### src/rtl/pla_cfg_pkg.sv
// Shared types and width helpers for the PLA configuration loader.
package pla_cfg_pkg;

  localparam int unsigned DefInWidth  = 4;
  localparam int unsigned DefOutWidth = 4;
  localparam int unsigned DefAndWidth = 4;
  localparam int unsigned DefCfgW     = 8;

  typedef enum logic [1:0] {
    StIdle,
    StLoadAnd,
    StLoadOr,
    StCommit
  } state_e;

  // One true/complement select bit pair per PLA input.
  function automatic int unsigned and_word_w(input int unsigned in_width);
    return 2 * in_width;
  endfunction

  // Word index must cover the longer of the two planes.
  function automatic int unsigned idx_w(input int unsigned and_width,
                                        input int unsigned out_width);
    int unsigned m;
    m = (and_width > out_width) ? and_width : out_width;
    return (m > 1) ? $clog2(m) : 1;
  endfunction

endpackage

### src/rtl/pla_cfg_loader_if.sv
// Streamed configuration handshake between a config source and the loader.
interface pla_cfg_loader_if
  import pla_cfg_pkg::*;
#(
  parameter int unsigned CFG_W = DefCfgW
);
  logic             start;
  logic             abort;
  logic             cfg_valid;
  logic             cfg_ready;
  logic [CFG_W-1:0] cfg_data;

  modport master (output start, abort, cfg_valid, cfg_data, input cfg_ready);
  modport slave  (input start, abort, cfg_valid, cfg_data, output cfg_ready);
endinterface

### src/rtl/pla_sel_bank.sv
// Shadow register array with an atomic copy into a flattened active image.
module pla_sel_bank #(
  parameter int unsigned Depth = 4,
  parameter int unsigned Width = 8,
  parameter int unsigned IdxW  = 2
) (
  input  logic                   clk_i,
  input  logic                   rst_ni,
  input  logic [IdxW-1:0]        idx_i,
  input  logic [Width-1:0]       data_i,
  input  logic                   we_i,
  input  logic                   commit_i,
  output logic [Depth*Width-1:0] active_o
);

  logic [Width-1:0]       shadow_q [Depth];
  logic [Depth*Width-1:0] active_q;

  // Shadow table: written one word at a time during a load.
  always_ff @(posedge clk_i or negedge rst_ni) begin
    if (!rst_ni) begin
      for (int k = 0; k < int'(Depth); k++) shadow_q[k] <= '0;
    end else if (we_i) begin
      shadow_q[idx_i] <= data_i;
    end
  end

  // Active image: whole table replaced in a single edge so the PLA never sees a mix.
  always_ff @(posedge clk_i or negedge rst_ni) begin
    if (!rst_ni) begin
      active_q <= '0;
    end else if (commit_i) begin
      for (int k = 0; k < int'(Depth); k++) active_q[k*Width +: Width] <= shadow_q[k];
    end
  end

  assign active_o = active_q;

endmodule

### src/rtl/pla_cfg_loader.sv
// Loads AND/OR plane select words into shadow banks and commits them atomically.
module pla_cfg_loader
  import pla_cfg_pkg::*;
#(
  parameter int unsigned IN_WIDTH  = DefInWidth,
  parameter int unsigned OUT_WIDTH = DefOutWidth,
  parameter int unsigned AND_WIDTH = DefAndWidth,
  parameter int unsigned CFG_W     = DefCfgW
) (
  input  logic                            clk,
  input  logic                            rst_n,
  pla_cfg_loader_if.slave                 cfg_if,
  output logic [AND_WIDTH*2*IN_WIDTH-1:0] and_sel_flat_o,
  output logic [OUT_WIDTH*AND_WIDTH-1:0]  or_sel_flat_o,
  output logic                            busy_o,
  output logic                            done_o,
  output logic                            err_o,
  output logic [7:0]                      cfg_gen_o
);

  localparam int unsigned AndW = and_word_w(IN_WIDTH);
  localparam int unsigned IdxW = idx_w(AND_WIDTH, OUT_WIDTH);
  localparam logic [IdxW-1:0] AndLast = IdxW'(AND_WIDTH - 1);
  localparam logic [IdxW-1:0] OrLast  = IdxW'(OUT_WIDTH - 1);

  if (CFG_W < AndW || CFG_W < AND_WIDTH) begin : g_bad_cfg_w
    $error("pla_cfg_loader: CFG_W too narrow for the select words");
  end

  state_e          state_q, state_d;
  logic [IdxW-1:0] idx_q, idx_d;
  logic [7:0]      gen_q, gen_d;
  logic            done_q, done_d;
  logic            err_q, err_d;
  logic            ready, and_we, or_we, commit;

  // State, index, generation counter and status pulses.
  always_ff @(posedge clk or negedge rst_n) begin
    if (!rst_n) begin
      state_q <= StIdle;
      idx_q   <= '0;
      gen_q   <= '0;
      done_q  <= 1'b0;
      err_q   <= 1'b0;
    end else begin
      state_q <= state_d;
      idx_q   <= idx_d;
      gen_q   <= gen_d;
      done_q  <= done_d;
      err_q   <= err_d;
    end
  end

  // Next-state, handshake and bank write/commit strobes; abort overrides everything.
  always_comb begin
    state_d = state_q;
    idx_d   = idx_q;
    gen_d   = gen_q;
    done_d  = 1'b0;
    err_d   = 1'b0;
    ready   = 1'b0;
    and_we  = 1'b0;
    or_we   = 1'b0;
    commit  = 1'b0;

    unique case (state_q)
      StIdle: begin
        if (cfg_if.start) begin
          state_d = StLoadAnd;
          idx_d   = '0;
        end
      end
      StLoadAnd, StLoadOr: begin
        ready = 1'b1;
        if (cfg_if.start) begin
          // Restart discards any word presented in the same cycle.
          err_d   = 1'b1;
          state_d = StLoadAnd;
          idx_d   = '0;
        end else if (cfg_if.cfg_valid) begin
          if (state_q == StLoadAnd) begin
            and_we = 1'b1;
            if (idx_q == AndLast) begin
              state_d = StLoadOr;
              idx_d   = '0;
            end else begin
              idx_d = idx_q + IdxW'(1);
            end
          end else begin
            or_we = 1'b1;
            if (idx_q == OrLast) begin
              state_d = StCommit;
              idx_d   = '0;
            end else begin
              idx_d = idx_q + IdxW'(1);
            end
          end
        end
      end
      StCommit: begin
        commit  = 1'b1;
        gen_d   = gen_q + 8'd1;
        done_d  = 1'b1;
        idx_d   = '0;
        state_d = StIdle;
        if (cfg_if.start) begin
          err_d   = 1'b1;
          state_d = StLoadAnd;
        end
      end
      default: state_d = StIdle;
    endcase

    if (cfg_if.abort) begin
      state_d = StIdle;
      idx_d   = '0;
      gen_d   = gen_q;
      done_d  = 1'b0;
      err_d   = 1'b0;
      and_we  = 1'b0;
      or_we   = 1'b0;
      commit  = 1'b0;
    end
  end

  assign cfg_if.cfg_ready = ready;
  assign busy_o           = (state_q != StIdle);
  assign done_o           = done_q;
  assign err_o            = err_q;
  assign cfg_gen_o        = gen_q;

  pla_sel_bank #(
    .Depth (AND_WIDTH),
    .Width (AndW),
    .IdxW  (IdxW)
  ) u_and_bank (
    .clk_i    (clk),
    .rst_ni   (rst_n),
    .idx_i    (idx_q),
    .data_i   (cfg_if.cfg_data[AndW-1:0]),
    .we_i     (and_we),
    .commit_i (commit),
    .active_o (and_sel_flat_o)
  );

  pla_sel_bank #(
    .Depth (OUT_WIDTH),
    .Width (AND_WIDTH),
    .IdxW  (IdxW)
  ) u_or_bank (
    .clk_i    (clk),
    .rst_ni   (rst_n),
    .idx_i    (idx_q),
    .data_i   (cfg_if.cfg_data[AND_WIDTH-1:0]),
    .we_i     (or_we),
    .commit_i (commit),
    .active_o (or_sel_flat_o)
  );

endmodule

### src/flat_wrapper.sv
// flat-port wrapper written by rule: the top's interface ports become plain ports
module pla_cfg_loader_flat import pla_cfg_pkg::*;
#(
  parameter int unsigned IN_WIDTH  = DefInWidth,
  parameter int unsigned OUT_WIDTH = DefOutWidth,
  parameter int unsigned AND_WIDTH = DefAndWidth,
  parameter int unsigned CFG_W     = DefCfgW
)
  (clk, rst_n, and_sel_flat_o, or_sel_flat_o, busy_o, done_o, err_o, cfg_gen_o, cfg_if_start, cfg_if_abort, cfg_if_cfg_valid, cfg_if_cfg_data, cfg_if_cfg_ready);
  pla_cfg_loader_if #(.CFG_W(CFG_W)) cfg_if_i ();
  input  logic clk;
  input  logic rst_n;
  output logic [AND_WIDTH*2*IN_WIDTH-1:0] and_sel_flat_o;
  output logic [OUT_WIDTH*AND_WIDTH-1:0] or_sel_flat_o;
  output logic busy_o;
  output logic done_o;
  output logic err_o;
  output logic [7:0] cfg_gen_o;
  input wire logic [$bits(cfg_if_i.start)-1:0] cfg_if_start;
  input wire logic [$bits(cfg_if_i.abort)-1:0] cfg_if_abort;
  input wire logic [$bits(cfg_if_i.cfg_valid)-1:0] cfg_if_cfg_valid;
  input wire logic [$bits(cfg_if_i.cfg_data)-1:0] cfg_if_cfg_data;
  output wire logic [$bits(cfg_if_i.cfg_ready)-1:0] cfg_if_cfg_ready;
  assign cfg_if_i.start = cfg_if_start;
  assign cfg_if_i.abort = cfg_if_abort;
  assign cfg_if_i.cfg_valid = cfg_if_cfg_valid;
  assign cfg_if_i.cfg_data = cfg_if_cfg_data;
  assign cfg_if_cfg_ready = cfg_if_i.cfg_ready;
  pla_cfg_loader #(.IN_WIDTH(IN_WIDTH), .OUT_WIDTH(OUT_WIDTH), .AND_WIDTH(AND_WIDTH), .CFG_W(CFG_W)) u_core (.clk(clk), .rst_n(rst_n), .cfg_if(cfg_if_i), .and_sel_flat_o(and_sel_flat_o), .or_sel_flat_o(or_sel_flat_o), .busy_o(busy_o), .done_o(done_o), .err_o(err_o), .cfg_gen_o(cfg_gen_o));
endmodule
### config.mk
export PLATFORM = sky130hd
export DESIGN_NAME = pla_cfg_loader_flat
export DESIGN_NICKNAME = d
export VERILOG_FILES = /design/src/rtl/pla_cfg_pkg.sv /design/src/rtl/pla_cfg_loader_if.sv /design/src/rtl/pla_sel_bank.sv /design/src/rtl/pla_cfg_loader.sv /design/src/flat_wrapper.sv
export SDC_FILE = /design/constraint.sdc
export NUM_CORES = 1
export LEC_CHECK = 0
export CORE_AREA = 5 5 98 100
export DETAILED_ROUTE_END_ITERATION = 6
export DIE_AREA = 0 0 103 105
export GPL_TIMING_DRIVEN = 0
export MAX_ROUTING_LAYER = met4
export PLACE_DENSITY = 0.77
export REMOVE_ABC_BUFFERS = 1
export SYNTH_ARGS = -nofsm -noshare
export SYNTH_HDL_FRONTEND = slang
export SYNTH_HIERARCHICAL = 1
export SYNTH_SLANG_ARGS = --single-unit
export TNS_END_PERCENT = 5
### constraint.sdc
create_clock -name clk -period 2.8 [get_ports clk]
set_input_delay 0.56 -clock clk [delete_from_list [all_inputs] [get_ports clk]]
set_output_delay 0.56 -clock clk [all_outputs]
set_load 0.1 [all_outputs]
# Yosys cells after proc, flatten, opt, wreduce, memory -nomap -nowiden
# Cells that the tools add are included.
totals:
  regBits: 110
  in_bits: 13
  out_inout_bits: 60
classes:
  addsub: 2
  magnitude_cmp: 2
  eq_ne: 7
  muxes: 37
  bitwise_logic: 2
  reduce_logical: 8
op_table:
  columns: ["operator", "count"]
  rows:
  - ["bitwise mux 32 bit", 1]
  - ["2-to-1 mux 2 bit", 12]
  - ["2-to-1 mux 1 bit", 17]
  - ["bitwise mux 16 bit", 1]
  - ["demux 8 bit (select 2 bit)", 1]
  - ["one-hot mux 2 bit (3 select lines)", 2]
  - ["adder 8 x 1 -> 8 bit, second input constant", 1]
  - ["demux 4 bit (select 2 bit)", 1]
  - ["2-to-1 mux 8 bit", 1]
  - ["== test 2 bit, second input constant", 3]
  - ["2-to-1 mux 4 bit", 1]
  - ["inequality test 4 x 3 -> 1 bit, second input constant", 1]
  - ["inequality test 4 bit, second input constant", 1]
  - ["AND reduction 2 bit", 2]
  - [">= comparator 3 bit, second input constant", 1]
  - ["less-than comparator 3 x 1 -> 1 bit, second input constant", 1]
  - ["inequality test 3 bit, second input constant", 1]
  - ["inverter 2 -> 3 bit", 1]
  - ["AND reduction 3 bit", 1]
  - ["OR reduction 3 bit", 1]
  - ["adder 2 x 1 -> 2 bit, second input constant", 1]
  - ["== test 2 x 1 -> 1 bit, second input constant", 1]
  - ["logical NOT 2 bit", 1]
  - ["nonzero test 2 bit", 1]
  - ["other kinds (3)", 3]

# Depth between registers and ports, before layout
logic_depth:
  word_depth: 7
  depth_mapped: 6
  mapped_depth_nobuf: 6

# By module
# The synthesis kept the hierarchy.
modules_own_cells:
  columns: ["module", "n_inst", "cells_per_inst", "area_each_um2", "seq_area_each_um2"]
  rows:
  - ["pla_sel_bank (u_core.u_and_bank)", 1, 136, 2392.3, 1601.5]
  - ["pla_sel_bank (u_core.u_or_bank)", 1, 70, 1216.2, 800.8]
  - ["pla_cfg_loader", 1, 63, 713.2, 350.3]

# Least setup slack after synthesis
# No wires, ideal clock.
synth_path:
  kind: "flip-flop to flip-flop"
  startpoint: "reg u_core.state_q[0]"
  endpoint: "reg u_core/u_and_bank/shadow_q[24] (netlist name)"
  t_arrival_ns: 2.981
  required_ns: 2.675
  slack_ns: -0.305
  path_stages_with_launch: 7
  cell_sequence: "dfrtp_1 inv_1 ha_1 nand2_2 nor4b_1 nor3b_4 mux2_2"
synth_via:
  elab_chain_cells: 6
  word_cells_on_any_way: 8
synth_rtl:
  columns: ["item", "line_no", "rtl"]
  rows:
  - ["start, declared", "pla_cfg_loader.sv:30", "state_e state_q, state_d;"]
  - ["start signal, assigned", "pla_cfg_loader.sv:40", "state_q <= StIdle;"]
  - ["start signal, assigned", "pla_cfg_loader.sv:46", "state_q <= state_d;"]
  - ["== test 2 x 1 -> 1 bit", "pla_cfg_loader.sv:66, pla_cfg_loader.sv:81", null]
  - ["2-to-1 mux 1 bit", "pla_cfg_loader.sv:81", "if (state_q == StLoadAnd) begin"]
  - ["2-to-1 mux 1 bit", "pla_cfg_loader.sv:80", "end else if (cfg_if.cfg_valid) begin"]
  - ["2-to-1 mux 1 bit", "pla_cfg_loader.sv:75", "if (cfg_if.start) begin"]
  - ["2-to-1 mux 1 bit (*)", "pla_cfg_loader.sv:66", "unique case (state_q)"]
  - ["2-to-1 mux 1 bit (*)", "pla_cfg_loader.sv:114", "if (cfg_if.abort) begin"]
  - ["net u_core.and_we", "pla_cfg_loader.sv:35", "logic ready, and_we, or_we, commit;"]
  - ["end signal, assigned by index", "pla_sel_bank.sv:24", "shadow_q[idx_i] <= data_i;"]
  - ["end, declared", "pla_sel_bank.sv:16", "logic [Width-1:0] shadow_q [Depth];"]
# Mark *: on every way through the listed nets, which the timed path passes. The rest lies on a longest branch.
# A chain may end at the register's enable or synchronous reset.

# Final worst setup path
layout_path:
  startpoint: "reg u_core.state_q[0]"
  endpoint: "out cfg_if_cfg_ready"
layout_via:
  elab_chain_cells: 3
  word_cells_on_any_way: 4
layout_rtl:
  columns: ["item", "line_no", "rtl"]
  rows:
  - ["== test 2 bit or == test 2 x 1 -> 1 bit (tied branches)", "pla_cfg_loader.sv:66", null]
  - ["OR reduction 2 bit (*)", "pla_cfg_loader.sv:66", null]
  - ["2-to-1 mux 1 bit (*)", "pla_cfg_loader.sv:66", null]
  - ["end, declared", "flat_wrapper.sv:23", "output wire logic [$bits(cfg_if_i.cfg_ready)-1:0] cfg_if_cfg_ready;"]
# Every way passes the cells marked *; elsewhere a longest branch is shown, timed or not.

==> out/qor.csv <==
metric,value,unit
post-DP HPWL,5450,µm
post-CTS setup buffer count,0,
clk root buf,clkbuf_8,
I/O pins,73,
CP Launch Point,u_core/state_q[0],
"Cell Count, Final, Fillers Out",459,
GR Util All Layers,0.162,
Num CTS Buffers,9,
routed vias,2400,
H-tree depth,3,
Rel. slew slack,0.326,
WP buf/inv,2,
critical path's slowest cell,clkdlybuf4s15_1,
critical path class,register to output port,
die height,105,µm
sequential share of power,0.574,
area of the multi-input gates,1530,µm²
synthesized area,4320,µm²
share of the synthesized area in the top cell type,0.637,
final setup fails,0,
Worst Hold Class,primary input to asynchronous set/reset pin,
Placed Cells,443,
Synth Register Bits,110,
drt pass-1 iters,4,
Final Hold Violating Endpoints,0,
Least-Margin Pin Slew,1010,ps
initial antenna violation count,0,
CP endpoint kind,output port,
CP arrival,2160,ps
die area,10800,µm²
outcome,"complete, no violations",
worst path cell trace,inv_1 -> ha_1 -> clkdlybuf4s15_1,
final design utilization,0.631,
Register Area,2750,µm²
CTS max path bufs,2,
CP startpoint kind,register,
fmax,0.368,GHz
dominant cell type by area after synthesis,dfrtp_1,
Tcrit/Tclk final,0.970,
Required @ worst endpoint,2240,ps
overflow left after global routing,0,
area grow syn2layout,25.4,%
commonest cells in the netlist,"dfrtp_1 (110), mux2_2 (94), buf_2 (6), xnor2_1 (6), ha_1 (5)",
share of cells above drive strength 1,0.356,
Clk pwr share,0.363,
GP Congestion,0.784,
unrepaired setup endpoints after global routing,no,
placed cell area,5180,µm²
Port Buffers,72,
Final ANT Viol Nets,0,
maxcap violations,0,
Die X,103,µm
DP Worst Slack,-451,ps
CP peak stage delay,860,ps
Post-CTS Hold Buffers,0,
synthesized instance count,269,
Antenna diodes,0,
largest net degree at the start of global routing,75,
Initial Utilization,0.503,
DRC errors left,0,
"top cells by area, synth","dfrtp_1 (64%), mux2_2 (24%), ha_1 (1.4%), xnor2_1 (1.2%), nor3b_4 (0.87%)",
Final Skew,12.6,ps
clk slew on worst S/H paths,110,ps
Synth Flop Type,dfrtp_1,
CTS tree,done,
final max-slew violation count,0,
vias in the first global route,2579,
# clock sinks,110,
cell internal pwr,2.23,mW
Sw Share,0.233,
final WL,7940,µm
Power Dens Cells,537,nW/µm²
ys async rst share,1.00,
Critical Path Fanout Max,6,
drt initial violations,60,
"Seq/Total Area, Yosys",0.637,
NetSw,0.677,mW
first-pass GRT wire length,13200,µm
FILL cells,657,
combinational power share,0.064,
post-synth cell types,37,
number of flops mapped to enable cells by yosys,0,
synth warn,6,
WL per Instance,17.3,µm
"Avg Cell Area, Syn",16.1,µm²
Skew-Pair Late Insertion Delay,370,ps
vias per cell,5.23,
post-route minimum period,2720,ps
FP Rows,34,
final worst slack,83.4,ps
Max VDD drop,0.277,mV
post-route cell area,5420,µm²
reg2reg start,u_core/state_q[0],
Top Family by Delay on Critical Path,buffers and inverters,
Placeable Area,8590,µm²
Nets,364,
top-count cell post-synth,dfrtp_1,
leakage,2.60,nW
[cells in the final DEF, fill, tap and decap left out, drive strengths merged, types with 2 or more instances in the layout]
cell type,instances
nor3b,3
dfrtp,110
a211oi,3
nand3b,4
nand3,2
nor4,2
mux2,97
buf,3
o21ai,2
ha,5
nor2b,2
nand2,5
inv,5
nand4,3
xnor2,6
bufinv,2
clkdlybuf4s50,69
clkinv,2
nor2,2
clkbuf,9
[stage by stage]
| stage | TNS [ps] | power [mW] | hold WS, ps |
|---|---|---|---|
| 2_1_floorplan | -43590 | 1.79 | 264 |
| 3_3_place_gp | -466050 | 1.88 | 461 |
| 3_5_place_dp | -9320 | 1.89 | 468 |
| 4_1_cts | 0 | 2.96 | 140 |
| 5_1_grt | 0 | 3.04 | 156 |
| 6_report | 0 | 2.91 | 135 |
[final cells by class]
type                    count  area share
clock inverters             7      0.0194
well taps                 108      0.0249
multi-input cells         148       0.282
clock buffers               9      0.0229
inverters                   3     0.00208
repair buffers             74       0.141
flip-flops and latches    110       0.508
[path summary, 6_finish.rpt]
kind	end	slack [ps]	cells after the start
min in group clk	u_core/cfg_gen_o[7]	480	1
worst max register to register	u_core/u_and_bank/shadow_q[28]	140	6
max in group asynchronous	u_core/u_and_bank/active_o[7]	1950	2
worst max-delay path	cfg_if_cfg_ready	80	3
worst min register to register	u_core/cfg_gen_o[7]	480	1
worst min-delay path	u_core/cfg_gen_o[5]	140	1
[registers in the layout (all words and copies together), names as in the netlist]
register / cells
u_core/cfg_gen_o: 8
u_core/done_o: 1
u_core/err_o: 1
u_core/idx_q: 2
u_core/state_q: 2
u_core/u_and_bank/active_o: 32
u_core/u_and_bank/shadow_q: 32
u_core/u_or_bank/active_o: 16
u_core/u_or_bank/shadow_q: 16
[cell families after synthesis]
| family | Yosys count | share of synthesized area |
|---|---|---|
| flip-flops | 110 | 0.637 |
| multiplexers | 97 | 0.253 |
| AND/OR/NAND/NOR | 30 | 0.0536 |
| buffers and inverters | 11 | 0.0130 |
| AO/OA/AOI/OAI | 9 | 0.0151 |
| XOR/XNOR | 7 | 0.0142 |
| adder cells (fa/ha/maj) | 5 | 0.0145 |
[metal layers]
layer	up-vias	routed length (µm)	track usage
li1	1115	-	-
met1	1217	3620	0.228
met2	58	3840	0.232
met3	10	355	0.0306
met4	0	120	0.0648
met5	-	0	-
[power by group through the flow]
stage / logic [mW] / clock network (mW) / registers [mW]
after floorplan: 0.0985 / 0 / 1.70
after global placement: 0.178 / 0 / 1.70
after detailed placement: 0.189 / 0 / 1.70
after CTS: 0.189 / 1.10 / 1.67
after global routing: 0.204 / 1.16 / 1.68
final: 0.186 / 1.05 / 1.67
[timing repair]
item | in CTS | in global routing
resized for setup | 3 | 1
setup endpoints to repair | 26 | 1
cloned | 0 | 0
No activity file was read; power rests on OpenSTA's default activity.
